## src/rtl/cpu_pkg.sv

```systemverilog
// Shared encodings for the fetch stage: next-PC select codes, fetch FSM states, instruction size.
// Latency: n/a (constants only).
// Backpressure: n/a.
package cpu_pkg;

    // Next-PC select codes driven by the control unit
    localparam logic [1:0] PC_SEQ    = 2'b00;
    localparam logic [1:0] PC_BRANCH = 2'b01;
    localparam logic [1:0] PC_JUMP   = 2'b10;
    localparam logic [1:0] PC_JR     = 2'b11;

    // Fetch state machine encodings (also exported on the State port)
    localparam logic [1:0] ST_BOOT   = 2'b00;
    localparam logic [1:0] ST_RUN    = 2'b01;
    localparam logic [1:0] ST_HALTED = 2'b10;
    localparam logic [1:0] ST_FAULT  = 2'b11;

    // Every instruction is one 32-bit word
    localparam logic [31:0] INSN_BYTES = 32'd4;

endpackage

```

## src/rtl/next_pc_calc.sv

```systemverilog
// Next-PC candidate selection plus legality check (alignment and memory bound).
// Latency: purely combinational, zero cycles.
// Backpressure: none; the caller decides whether the candidate is taken.
module next_pc_calc
    import cpu_pkg::*;
#(
    parameter int unsigned MEM_BYTES = 256
) (
    input  logic [31:0] pc,
    input  logic [1:0]  pc_src,
    input  logic [31:0] immediate,
    input  logic [25:0] jump_target,
    input  logic [31:0] reg_addr,
    output logic [31:0] next_pc,
    output logic        illegal
);

    // Highest PC that still leaves a whole instruction inside memory
    localparam logic [31:0] LAST_PC = 32'(MEM_BYTES) - INSN_BYTES;

    logic [31:0] pc4;
    logic [31:0] imm_bytes;

    assign pc4       = pc + INSN_BYTES;
    // Branch offset is in words; the shift drops the top two bits by design
    assign imm_bytes = immediate << 2;

    // Pick the candidate according to the control-unit select
    always_comb begin
        next_pc = pc4;
        case (pc_src)
            PC_SEQ:    next_pc = pc4;
            PC_BRANCH: next_pc = pc4 + imm_bytes;
            PC_JUMP:   next_pc = {pc4[31:28], jump_target, 2'b00};
            PC_JR:     next_pc = reg_addr;
            default:   next_pc = pc4;
        endcase
    end

    // Misaligned or past the end of instruction memory (unsigned compare)
    always_comb begin
        illegal = (next_pc[1:0] != 2'b00) || (next_pc > LAST_PC);
    end

endmodule

```

## src/rtl/pc_fetch_unit.sv

```systemverilog
// Program counter, next-PC commit, boot/run/halt/fault FSM and retired-instruction counter.
// Latency: one cycle from control inputs to new IAddr; instruction memory read is combinational.
// Backpressure: PCWre=0 stalls the PC; HALTED and FAULT hold everything until Reset.
module pc_fetch_unit
    import cpu_pkg::*;
#(
    parameter logic [31:0] RESET_PC  = 32'h0000_0000,
    parameter int unsigned MEM_BYTES = 256
) (
    input  logic        CLK,
    input  logic        Reset,
    input  logic        PCWre,
    input  logic [1:0]  PCSrc,
    input  logic [31:0] Immediate,
    input  logic [25:0] JumpTarget,
    input  logic [31:0] RegAddr,
    input  logic        Halt,
    output logic [31:0] IAddr,
    output logic        InsMemRW,
    output logic [31:0] PC4,
    output logic        Valid,
    output logic        Fault,
    output logic [31:0] FaultAddr,
    output logic [31:0] RetiredCount,
    output logic [1:0]  State
);

    logic [31:0] pc;
    logic [1:0]  state;
    logic        fault;
    logic [31:0] fault_addr;
    logic [31:0] retired_count;
    logic [31:0] cand_pc;
    logic        cand_illegal;

    next_pc_calc #(
        .MEM_BYTES (MEM_BYTES)
    ) u_next_pc_calc (
        .pc          (pc),
        .pc_src      (PCSrc),
        .immediate   (Immediate),
        .jump_target (JumpTarget),
        .reg_addr    (RegAddr),
        .next_pc     (cand_pc),
        .illegal     (cand_illegal)
    );

    assign IAddr        = pc;
    assign InsMemRW     = 1'b1;   // instruction memory is read-only from this stage
    assign PC4          = pc + INSN_BYTES;
    assign Valid        = (state == ST_RUN);
    assign Fault        = fault;
    assign FaultAddr    = fault_addr;
    assign RetiredCount = retired_count;
    assign State        = state;

    // FSM, PC commit, fault capture and retire counting
    always_ff @(posedge CLK or posedge Reset) begin
        if (Reset) begin
            pc            <= RESET_PC;
            state         <= ST_BOOT;
            fault         <= 1'b0;
            fault_addr    <= 32'd0;
            retired_count <= 32'd0;
        end else begin
            case (state)
                // One bubble so the memory output settles before execution
                ST_BOOT: state <= ST_RUN;
                ST_RUN: begin
                    if (Halt) begin
                        // Halt retires and wins over a stall
                        state         <= ST_HALTED;
                        retired_count <= retired_count + 32'd1;
                    end else if (!PCWre) begin
                        // Stalled: candidate is not consulted, so no fault
                        state <= ST_RUN;
                    end else if (cand_illegal) begin
                        // Keep PC on the faulting instruction for debug
                        state      <= ST_FAULT;
                        fault      <= 1'b1;
                        fault_addr <= cand_pc;
                    end else begin
                        pc            <= cand_pc;
                        retired_count <= retired_count + 32'd1;
                    end
                end
                // HALTED and FAULT are absorbing until Reset
                default: state <= state;
            endcase
        end
    end

endmodule

```

## config.mk

```make
export PLATFORM = sky130hd
export DESIGN_NAME = pc_fetch_unit
export DESIGN_NICKNAME = d
export VERILOG_FILES = /design/src/rtl/cpu_pkg.sv /design/src/rtl/next_pc_calc.sv /design/src/rtl/pc_fetch_unit.sv
export SDC_FILE = /design/constraint.sdc
export NUM_CORES = 1
export LEC_CHECK = 0
export CORE_MARGIN = 3
export CORE_UTILIZATION = 43
export DETAILED_ROUTE_END_ITERATION = 8
export PLACE_DENSITY = 0.79
export SLEW_MARGIN = 20
export SYNTH_ARGS = -nofsm -noshare
export SYNTH_HDL_FRONTEND = slang
export SYNTH_SLANG_ARGS = --single-unit
```

## constraint.sdc

```tcl
create_clock -name CLK -period 4.4 [get_ports CLK]
set_input_delay 0.88 -clock CLK [delete_from_list [all_inputs] [get_ports CLK]]
set_output_delay 0.88 -clock CLK [all_outputs]
set_load 0.02 [all_outputs]
```

==> reports/qor.csv <==
metric,value,unit
initial core utilization,44.0,%
Root Buffer,clkbuf_16,
Reg2Reg Depth,24,
crit start category,input port,
Flop pwr share,39.1,%
DR vias,8781,
die extent in y,136,µm
Synth cell types,79,
"Slew Viols, Final",0,
post-synthesis mux area share,9.66,%
clock slew at reported path FFs,0.08,ns
combinational power share,22.9,%
Worst Setup SP,Immediate[0],
Critical R2R Launch,IAddr[3]$_DFFE_PP0P_,
Sw Pwr,705,µW
most frequent cells in the layout,"buf_4 (245), clkdlybuf4s50_1 (225), dfrtp_1 (87)",
clk buf depth,2,
worst setup margin,-0.681,ns
number of buffers added on ports,225,
clock buffer count from CTS,9,
Final Hold Vio Count,0,
clock network power share,38.0,%
syn_nets,920,
# setup viols final,98,
P_int,1750,µW
sequential cell area fraction in the yosys report,33.8,%
Max-Cap Viols,0,
Post-synth EDFFs,0,
hold path startpoint,RetiredCount[31]$_DFFE_PP0P_,
hold crit path type,register to register,
switch share,28.8,%
Pleak,0.00615,µW
dpl cells,1424,
fin nets,1386,
Non-Filler Instances,1481,
FF-to-FF setup slack,-0.68,ns
Vias/cell,5.93,
Worst R2R End,RetiredCount[2]$_DFFE_PP0P_,
Netlist Area Pre-Place,7320,µm²
WL/cell,22.1,µm
vias in the first global route,8414,
Avg Synthesized Cell Area,9.27,µm²
failing checks,negative setup slack,
worst-margin pin slew,0.879,ns
TritonCTS clock tree,built,
adder-cell share of the synthesized area,5.91,%
"Core Util, Final",79.4,%
crit path max fanout,4,
RSZ-0062 raised after global routing,yes,
DRT Wirelength,32.7,mm
drc violations,0,
hpwl dp,22.6,mm
Worst Path Required,4.67,ns
# H-tree levels,3,
Peak Freq,0.197,GHz
initial antenna violation count,0,
status,finished with violations,
Routed Antenna Nets,0,
"commonest non-fill, non-tap cell in the layout",buf_4,
DIE AREA,18600,µm²
Final Hold Slack,0.486,ns
Synth Instances,790,
Overall Power,2450,µW
Synth Warn #,0,
Sink Count,99,
share of layout cells above drive strength 1,38.0,%
largest family of logic cells by synthesized area,simple AND/OR/NAND/NOR gates,
CTS Hold Bufs,0,
Slew HR,41.4,%
"FFs w/ async S/R, synth",100,%
power density cells,186,nW/µm²
number of inserted diodes,0,
CP Capture Type,register,
Worst EP arrival,5.35,ns
crit share post-route,115,%
Max Clock Skew,0.0121,ns
GPL Wtd Cong,0.995,
row cnt,47,
GRT Overall Usage,31.4,%
initial drt markers,1046,
GRT overflow,0,
Ports,229,
Synth Area in Compound Gates,16.0,%
Simple-Gate Fraction of Synth Area,21.8,%
clk_lat worst skew,0.36,ns
VDD IR max,0.213,mV
post-synthesis xor/xnor area fraction,8.61,%
die width,136,µm
Tmin final,5.08,ns
main flop type after synthesis,dfrtp_1,
pin count of the biggest net entering global routing,69,
Crit Path Category,input port to register,
WHS Endpoint,RetiredCount[31]$_DFFE_PP0P_,
Syn-to-layout area delta,80.5,%
first-pass GRT wire length,45.1,mm
Pre-Repair DR Iteration Count,5,
Seq cells post-synth,99,
hold path depth,1,
core area,16600,µm²
-- how the worst max path moves through the flow --
stage / end / depth (start not counted) / slack, ns
6_report: RetiredCount[2]$_DFFE_PP0P_ / 21 / -0.68
5_1_grt: RetiredCount[9]$_DFFE_PP0P_ / 21 / -0.86
4_1_cts: IAddr[3]$_DFFE_PP0P_ / 19 / -0.40
3_5_place_dp: RetiredCount[11]$_DFFE_PP0P_ / 17 / -0.73
3_3_place_gp: FaultAddr[26]$_DFFE_PP0P_ / 18 / -0.62
2_1_floorplan: IAddr[2]$_DFFE_PP0P_ / 18 / -0.42
-- kinds of logic (layout without fill, tap and decap cells) --
logic type,count (synthesis),after routing
AND/OR/NAND/NOR,298,298
AO/OA/AOI/OAI,165,166
flip-flops,99,99
XOR/XNOR,72,72
buffers and inverters,67,537
multiplexers,54,54
adder cells (fa/ha/maj),34,34
other,1,1
-- area by class of cell --
class                      instances  area, µm²
timing repair buffer             496       4480
tap                              220        275
fill                             980       3430
multi-input combinational        625       5530
inverter                          25       96.3
clock buffer                       9        225
sequential                        99       2490
clock inverter                     7        119
-- sequential cells by signal, indices dropped and copies added, names as in the netlist --
| signal | flops |
|---|---|
| Fault | 1 |
| IAddr | 32 |
| FaultAddr | 32 |
| RetiredCount | 32 |
| State | 2 |
-- per-layer routing --
layer | GRT usage [%] | share of wire (%)
met1 | 42.5 | 39
met4 | 12.7 | 4.8
met5 | 0 | 0
met2 | 50.1 | 47
met3 | 5.26 | 8.8
-- cells in the mapped netlist (6+ instances only) --
library cell  number  area (µm²)
a211oi_1           7        52.6
nand2_1           67         251
ha_1              33         413
o21ai_0           20         100
xor2_1            45         394
buf_2              8        40.0
xnor2_1           27         236
a21oi_1           42         210
inv_1             24        90.1
and2_1            28         175
dfrtp_1           99        2480
nand3_1           29         145
nor4_1             9        56.3
nor2_1            55         206
mux4_2            10         225
nand2b_1           6        37.5
and3_1             9        56.3
nand4_1           26         163
o21a_1            13        97.6
mux2i_1           11         110
nor3_1            24         120
nor2b_1            9        56.3
mux2_2            31         349
o211ai_1           7        52.6
a21o_1            11        82.6
clkbuf_1          23        86.3
-- power groups by stage --
stage	registers, µW	logic, µW	clock network (µW)
5_1_grt	963	590	967
3_5_place_dp	975	499	0
3_3_place_gp	973	492	0
4_1_cts	957	520	922
2_1_floorplan	1010	184	0
6_report	960	562	931
-- metrics by stage --
| step | cell area, µm² | setup TNS (ns) | worst slack, ns |
|---|---|---|---|
| final | 13200 | -56.52 | -0.681 |
| after floorplan | 7580 | -23.49 | -0.419 |
| after CTS | 12600 | -29.19 | -0.396 |
| after global routing | 13200 | -74.85 | -0.861 |
| after global placement | 11700 | -50.75 | -0.619 |
| after detailed placement | 11700 | -60.70 | -0.735 |
-- timing repair --
item / CTS / global route
gates resized for setup: 73 / 101
pin swaps: 41 / 69
setup buffers: 19 / 18
gates cloned: 2 / 3
setup endpoints to repair: 98 / 98
-- worst max-delay path, stage by stage --
cell and delay, ns:
clkdlybuf4s50_1 0.46, ha_1 0.18, inv_1 0.06, fa_1 0.41
nor2b_1 0.25, o2111ai_1 0.20, buf_4 0.20, a211oi_1 0.25
or3_4 0.20, nor3_1 0.05, o32ai_1 0.28, buf_4 0.17
nand4b_1 0.19, nor4_4 0.33, nand4_1 0.16, buf_6 0.17
buf_4 0.14, o2bb2a_4 0.25, buf_6 0.15, nand2b_4 0.14
xnor2_1 0.22
No activity file was read; power rests on OpenSTA's default activity.
